File: config.mk
export PLATFORM = sky130hd
export DESIGN_NAME = compressed_instruction_packer
export DESIGN_NICKNAME = d
export VERILOG_FILES = /design/src/rtl/rvc_pkg.sv /design/src/rtl/rvc_compressor.sv /design/src/rtl/compressed_instruction_packer.sv
export SDC_FILE = /design/constraint.sdc
export NUM_CORES = 1
export LEC_CHECK = 0
export ABC_AREA = 1
export BUFFER_PORTS_ARGS = -buffer_cell sky130_fd_sc_hd__buf_2
export CORE_MARGIN = 2
export CORE_UTILIZATION = 51
export DETAILED_ROUTE_END_ITERATION = 12
export PLACE_DENSITY = 0.77
export SLEW_MARGIN = 20
export SYNTH_ARGS = -nofsm -noshare
export SYNTH_HDL_FRONTEND = slang
export SYNTH_HIERARCHICAL = 1
export SYNTH_SLANG_ARGS = --single-unit
File: constraint.sdc
create_clock -name clk -period 2.75 [get_ports clk]
set_input_delay 0.55 -clock clk [delete_from_list [all_inputs] [get_ports clk]]
set_output_delay 0.55 -clock clk [all_outputs]
set_load 0.02 [all_outputs]
File: src/rtl/rvc_pkg.sv
// Constants shared by the RVC compressor, packer and the core's expander.
package rvc_pkg;

  localparam logic [6:0] OP_IMM = 7'b0010011;
  localparam logic [6:0] OP     = 7'b0110011;
  localparam logic [6:0] LOAD   = 7'b0000011;
  localparam logic [6:0] STORE  = 7'b0100011;
  localparam logic [6:0] SYSTEM = 7'b1110011;

  localparam logic [1:0] C_Q0 = 2'b00;
  localparam logic [1:0] C_Q1 = 2'b01;
  localparam logic [1:0] C_Q2 = 2'b10;

  localparam logic [15:0] RVC_NOP    = 16'h0001;
  localparam logic [15:0] RVC_EBREAK = 16'h9002;
  localparam logic [31:0] RV_NOP     = 32'h0000_0013;
  localparam logic [31:0] RV_EBREAK  = 32'h0010_0073;

  typedef enum logic [0:0] {
    StEmpty,
    StHalf
  } pack_state_e;

  // True for x8..x15, the registers reachable through a 3-bit RVC field.
  function automatic logic is_creg(input logic [4:0] r);
    return r[4:3] == 2'b01;
  endfunction

endpackage

File: src/rtl/rvc_compressor.sv
// Combinational RV32I -> RVC mapper; first matching rule wins, otherwise no compression.
module rvc_compressor
  import rvc_pkg::*;
(
  input  logic [31:0] instr_i,
  output logic        is_compressed_o,
  output logic [15:0] cinstr_o
);

  logic [6:0]  opcode;
  logic [4:0]  rd;
  logic [4:0]  rs1;
  logic [4:0]  rs2;
  logic [2:0]  funct3;
  logic [6:0]  funct7;
  logic [11:0] imm_i;
  logic [11:0] imm_s;
  logic        imm_i_small;
  logic        lw_off_ok;
  logic        sw_off_ok;
  logic        alu_ok;
  logic [1:0]  alu_f2;

  assign opcode = instr_i[6:0];
  assign rd     = instr_i[11:7];
  assign funct3 = instr_i[14:12];
  assign rs1    = instr_i[19:15];
  assign rs2    = instr_i[24:20];
  assign funct7 = instr_i[31:25];
  assign imm_i  = instr_i[31:20];
  assign imm_s  = {instr_i[31:25], instr_i[11:7]};

  // Fits a 6-bit signed immediate when bits [11:5] are all sign copies.
  assign imm_i_small = (&imm_i[11:5]) | ~(|imm_i[11:5]);
  assign lw_off_ok   = (imm_i[11:8] == 4'h0) && (imm_i[1:0] == 2'b00);
  assign sw_off_ok   = (imm_s[11:8] == 4'h0) && (imm_s[1:0] == 2'b00);

  always_comb begin
    alu_ok = 1'b0;
    alu_f2 = 2'b00;
    if (opcode == OP && rd == rs1 && is_creg(rd) && is_creg(rs2)) begin
      if (funct7 == 7'b0100000 && funct3 == 3'b000) begin
        alu_ok = 1'b1;
        alu_f2 = 2'b00;
      end else if (funct7 == 7'b0000000) begin
        unique case (funct3)
          3'b100:  begin alu_ok = 1'b1; alu_f2 = 2'b01; end
          3'b110:  begin alu_ok = 1'b1; alu_f2 = 2'b10; end
          3'b111:  begin alu_ok = 1'b1; alu_f2 = 2'b11; end
          default: alu_ok = 1'b0;
        endcase
      end
    end
  end

  always_comb begin
    is_compressed_o = 1'b1;
    cinstr_o        = 16'h0000;
    if (instr_i == RV_NOP) begin
      cinstr_o = RVC_NOP;
    end else if (opcode == OP_IMM && funct3 == 3'b000 && rd == rs1 && rd != 5'd0 &&
                 imm_i != 12'd0 && imm_i_small) begin
      cinstr_o = {3'b000, imm_i[5], rd, imm_i[4:0], C_Q1};
    end else if (opcode == OP_IMM && funct3 == 3'b000 && rs1 == 5'd0 && rd != 5'd0 &&
                 imm_i_small) begin
      cinstr_o = {3'b010, imm_i[5], rd, imm_i[4:0], C_Q1};
    end else if (opcode == OP && funct3 == 3'b000 && funct7 == 7'd0 && rs1 == 5'd0 &&
                 rd != 5'd0 && rs2 != 5'd0) begin
      cinstr_o = {3'b100, 1'b0, rd, rs2, C_Q2};
    end else if (opcode == OP && funct3 == 3'b000 && funct7 == 7'd0 && rd == rs1 &&
                 rd != 5'd0 && rs2 != 5'd0) begin
      cinstr_o = {3'b100, 1'b1, rd, rs2, C_Q2};
    end else if (alu_ok) begin
      cinstr_o = {3'b100, 1'b0, 2'b11, rd[2:0], alu_f2, rs2[2:0], C_Q1};
    end else if (opcode == LOAD && funct3 == 3'b010 && rs1 == 5'd2 && rd != 5'd0 &&
                 lw_off_ok) begin
      cinstr_o = {3'b010, imm_i[5], rd, imm_i[4:2], imm_i[7:6], C_Q2};
    end else if (opcode == STORE && funct3 == 3'b010 && rs1 == 5'd2 && sw_off_ok) begin
      cinstr_o = {3'b110, imm_s[5:2], imm_s[7:6], rs2, C_Q2};
    end else if (opcode == SYSTEM && instr_i == RV_EBREAK) begin
      cinstr_o = RVC_EBREAK;
    end else begin
      is_compressed_o = 1'b0;
    end
  end

endmodule

File: src/rtl/compressed_instruction_packer.sv
// Compresses an RV32I stream where possible and packs 16/32-bit results into 32-bit words.
module compressed_instruction_packer
  import rvc_pkg::*;
#(
  parameter int unsigned COUNT_WIDTH = 16
) (
  input  logic                   clk,
  input  logic                   reset,
  input  logic                   in_valid,
  output logic                   in_ready,
  input  logic [31:0]            in_instruction,
  input  logic                   flush,
  output logic                   flush_done,
  output logic                   out_valid,
  input  logic                   out_ready,
  output logic [31:0]            out_word,
  output logic [COUNT_WIDTH-1:0] compressed_count,
  output logic [COUNT_WIDTH-1:0] total_count
);

  pack_state_e            state_q, state_d;
  logic [15:0]            hold_q, hold_d;
  logic [31:0]            out_word_q, out_word_d;
  logic                   out_valid_q, out_valid_d;
  logic                   flush_done_q, flush_done_d;
  logic [COUNT_WIDTH-1:0] comp_cnt_q, comp_cnt_d;
  logic [COUNT_WIDTH-1:0] total_cnt_q, total_cnt_d;

  logic        is_comp;
  logic [15:0] cinstr;
  logic        accept;
  logic        flush_go;

  rvc_compressor u_compressor (
    .instr_i         (in_instruction),
    .is_compressed_o (is_comp),
    .cinstr_o        (cinstr)
  );

  assign in_ready = !out_valid_q || out_ready;
  assign accept   = in_valid && in_ready;
  // Instructions win over flush; flush only acts on an idle input cycle.
  assign flush_go = !in_valid && flush && in_ready;

  always_comb begin
    state_d      = state_q;
    hold_d       = hold_q;
    out_word_d   = out_word_q;
    out_valid_d  = out_valid_q && !out_ready;
    flush_done_d = 1'b0;
    comp_cnt_d   = comp_cnt_q;
    total_cnt_d  = total_cnt_q;

    if (accept) begin
      total_cnt_d = total_cnt_q + COUNT_WIDTH'(1);
      if (is_comp) begin
        comp_cnt_d = comp_cnt_q + COUNT_WIDTH'(1);
      end
      unique case (state_q)
        StEmpty: begin
          if (is_comp) begin
            hold_d  = cinstr;
            state_d = StHalf;
          end else begin
            out_word_d  = in_instruction;
            out_valid_d = 1'b1;
          end
        end
        StHalf: begin
          out_valid_d = 1'b1;
          if (is_comp) begin
            out_word_d = {cinstr, hold_q};
            state_d    = StEmpty;
          end else begin
            out_word_d = {in_instruction[15:0], hold_q};
            hold_d     = in_instruction[31:16];
          end
        end
      endcase
    end else if (flush_go) begin
      flush_done_d = 1'b1;
      if (state_q == StHalf) begin
        out_word_d  = {RVC_NOP, hold_q};
        out_valid_d = 1'b1;
        state_d     = StEmpty;
      end
    end
  end

  always_ff @(posedge clk or posedge reset) begin
    if (reset) begin
      state_q      <= StEmpty;
      hold_q       <= 16'h0000;
      out_word_q   <= 32'h0000_0000;
      out_valid_q  <= 1'b0;
      flush_done_q <= 1'b0;
      comp_cnt_q   <= '0;
      total_cnt_q  <= '0;
    end else begin
      state_q      <= state_d;
      hold_q       <= hold_d;
      out_word_q   <= out_word_d;
      out_valid_q  <= out_valid_d;
      flush_done_q <= flush_done_d;
      comp_cnt_q   <= comp_cnt_d;
      total_cnt_q  <= total_cnt_d;
    end
  end

  assign out_word         = out_word_q;
  assign out_valid        = out_valid_q;
  assign flush_done       = flush_done_q;
  assign compressed_count = comp_cnt_q;
  assign total_count      = total_cnt_q;

endmodule

==> flow_metrics.env <==
export IMPL_start_kind="input pin"
export IMPL_viasPerCell=5.04
export IMPL_synth_xor_xnor_area_share_pct=2.34
export IMPL_ys_flop_type="dfrtp_1"
export IMPL_area_delta_synth_final_pct=15.4
export IMPL_status="finished clean"
export IMPL_gr_total_overflow=0
export IMPL_synth_seq_area_share_pct=37.1
export IMPL_power_frac_seq_pct=47.9
export IMPL_cts_setup_buffers=0
export IMPL_yosys_area_share_simple_pct=38.3
export IMPL_hold_violations=0
export IMPL_clock_latency_ns=0.35
export IMPL_p_leak_nw=3.54
export IMPL_grt_pass1_vias=4875
export IMPL_critPathArrivalTime_ns=2.70
export IMPL_layout_drive_gt1_share_pct=19.0
export IMPL_drv_cap=0
export IMPL_synth_top_cell_by_area="dfrtp_1"
export IMPL_grt_max_degree=55
export IMPL_drv_slew=0
export IMPL_synth_mux_area_share_pct=0
export IMPL_finalSetupViolCount=0
export IMPL_critPathLaunch="in_instruction[19]"
export IMPL_final_antenna_net_count=0
export IMPL_postSynthCellCount=848
export IMPL_net_switching_power_mw=1.00
export IMPL_power_mw=3.00
export IMPL_synth_edff_count=0
export IMPL_path_max_fanout=9
export IMPL_clock_root_buffer="clkbuf_8"
export IMPL_ir_drop_mv=0.335
export IMPL_power_density_nw_per_um2=463
export IMPL_synth_area_um2=5600
export IMPL_hp_class="in -> async"
export IMPL_clkTransAtPathRegs_ns=0.09
export IMPL_antenna_found_initial=0
export IMPL_place_ws_ns=-0.0432
export IMPL_clockBufferDepth=2
export IMPL_port_buffers=103
export IMPL_synthTopCellsByArea="dfrtp_1, nand2_1, inv_1, o21ai_0, nand3_1"
export IMPL_max_freq_mhz=409
export IMPL_reg2reg_from="state_q$_DFFE_PP0P_"
export IMPL_p_comb_share_pct=23.3
export IMPL_post_drt_wl_per_cell_um=13.1
export IMPL_synth_fp_nets=887
export IMPL_p_int_mw=2.00
export IMPL_die_w_um=109
export IMPL_post_route_period_util_pct=89.0
export IMPL_die_area_um2=11800
export IMPL_synth_compound_area_share_pct=10.3
export IMPL_n_antenna_cell=0
export IMPL_slew_headroom_pct=61.9
export IMPL_r2r_cells=7
export IMPL_final_instance_count_excl_fill=1094
export IMPL_yosys_area_top_type_share_pct=37.1
export IMPL_ys_async_sr_fraction_pct=100
export IMPL_crit_end="compressed_count[15]$_DFFE_PP0P_"
export IMPL_placed_cells=1079
export IMPL_gp_congestion=1.00
export IMPL_synth_top_family_by_area="simple AND/OR/NAND/NOR gates"
export IMPL_start_util_pct=51.9
export IMPL_synth_fa_ha_area_share_pct=0.447
export IMPL_firstDrtPassIters=7
export IMPL_fin_crit_ns=2.45
export IMPL_synth_cell_type_count=36
export IMPL_drt_initial_drc_count=437
export IMPL_syn_area_per_cell_um2=6.61
export IMPL_vias=5515
export IMPL_final_common_cell="nand2_1"
export IMPL_worst_slew_pin_slew_ns=0.571
export IMPL_drt_total_wl_um=14300
export IMPL_switching_share_pct=33.4
export IMPL_grt_total_usage_pct=25.2
export IMPL_critical_path_required_ns=3.01
export IMPL_fillers=1087
export IMPL_row_count=38
export IMPL_ctsResizeCount=0
export IMPL_cts_sinks=83
export IMPL_drc_errors=0
export IMPL_clock_skew_final_ns=0.0109
export IMPL_final_critical_path_setup_slack_ns=0.303
export IMPL_crit_type="in -> reg"
export IMPL_ys_warn_count=6
export IMPL_rsz0062_at_grt="false"
export IMPL_reg2reg_to="out_word[17]$_DFFE_PP0P_"
export IMPL_die_height_um=109
export IMPL_cts_tree="done"
export IMPL_io_pins=104
export IMPL_critPathCaptureType="flip-flop"
export IMPL_hpwlAfterDp_um=11200
export IMPL_ff2ff_setup_slack_ns=0.84
export IMPL_grt_pass1_wl_um=23600
export IMPL_pwr_share_clk_pct=28.8
export IMPL_synth_seq_cells=83
export IMPL_cts_buffers=9
export IMPL_hold_buffers=0
export IMPL_core_area_um2=10800
export IMPL_nets=989
export IMPL_final_cell_mix="nand2_1, inv_1, buf_2"
export IMPL_htreeDepth=3
flip-flops by register name (all words and copies together) (netlist names):
name	flops
state_q	1
total_count	16
compressed_count	16
out_word	32
flush_done	1
out_valid	1
hold_q	16
metrics by stage:
stage          setup TNS, ns  util [%]  area [um^2]  hold slack (ns)
2_1_floorplan              0         -         5600            0.523
3_3_place_gp               0      58.1         6270            0.451
3_5_place_dp          -0.127      58.1         6270            0.454
4_1_cts                    0      59.9         6460            0.209
5_1_grt                    0      59.9         6460            0.236
6_report                   0      59.9         6460            0.194
power groups by stage:
stage	combinational (mW)	sequential, mW	clock [mW]
final	0.698	1.43	0.864
after global routing	0.783	1.45	0.932
after CTS	0.702	1.43	0.884
after detailed placement	0.700	1.46	0
after global placement	0.692	1.46	0
after floorplan	0.306	1.59	0
Yosys cell counts, types with 2 or more instances:
master	n
nand3b_1	6
nor2_2	11
o211ai_1	17
a21oi_1	16
nor2_1	59
inv_2	6
nand3_2	2
ha_1	2
xnor2_1	7
o21ai_0	63
xor2_1	8
nor3_1	2
buf_2	11
nand2_1	329
inv_4	2
nand3_1	54
inv_1	112
nand4_1	10
nor2_4	5
nor3_2	2
buf_4	9
clkbuf_1	5
dfrtp_1	83
nand2_4	4
buf_6	4
o21ai_2	2
nand2_2	7
or2_2	2
metal layers:
metal  vias to the layer above  track usage (%)  part of all wire, %
li1                       2833                -                    -
met5                         -                0                    0
met2                       208             37.3                   43
met4                         0             8.24                  2.1
met1                      2447             37.7                   48
met3                        27             4.06                  6.5
cells by family after synthesis:
family                   Yosys count
XOR/XNOR                          15
flip-flops                        83
other                              1
AND/OR/NAND/NOR                  496
adder cells (fa/ha/maj)            2
buffers and inverters            149
AO/OA/AOI/OAI                    102
final cells by class:
type / instances / area (um^2) / area share (%)
clock buffers: 10 / 138 / 2.13
well taps: 140 / 175 / 2.71
clock inverters: 5 / 53.8 / 0.832
flip-flops and latches: 83 / 2080 / 32.1
multi-input cells: 616 / 2880 / 44.6
repair buffers: 120 / 681 / 10.5
inverters: 120 / 457 / 7.06
critical path: stages:
cell     delay (ns)
buf_2          0.12
inv_1          0.06
nand2_1        0.05
nor3_1         0.15
nand3_1        0.13
nor2_2         0.16
nand2_1        0.11
nand2_1        0.10
inv_2          0.06
nand2_1        0.07
inv_1          0.06
nand3_1        0.14
buf_4          0.20
nand3_2        0.22
nor2_4         0.29
nand2_1        0.10
nand2_1        0.07
nand2_1        0.05
how the worst min path moves through the flow:
stage,from,to,slack (ns),cells after the start
after CTS,reset,total_count[5]$_DFFE_PP0P_,0.21,2
after global placement,out_word[3]$_DFFE_PP0P_,out_word[3]$_DFFE_PP0P_,0.45,2
after global routing,reset,total_count[0]$_DFFE_PP0P_,0.24,2
after floorplan,hold_q[10]$_DFFE_PP0P_,hold_q[10]$_DFFE_PP0P_,0.52,2
final,reset,total_count[0]$_DFFE_PP0P_,0.19,2
after detailed placement,out_word[3]$_DFFE_PP0P_,out_word[3]$_DFFE_PP0P_,0.45,2
Note: power is estimated with default switching activity, not from simulation.
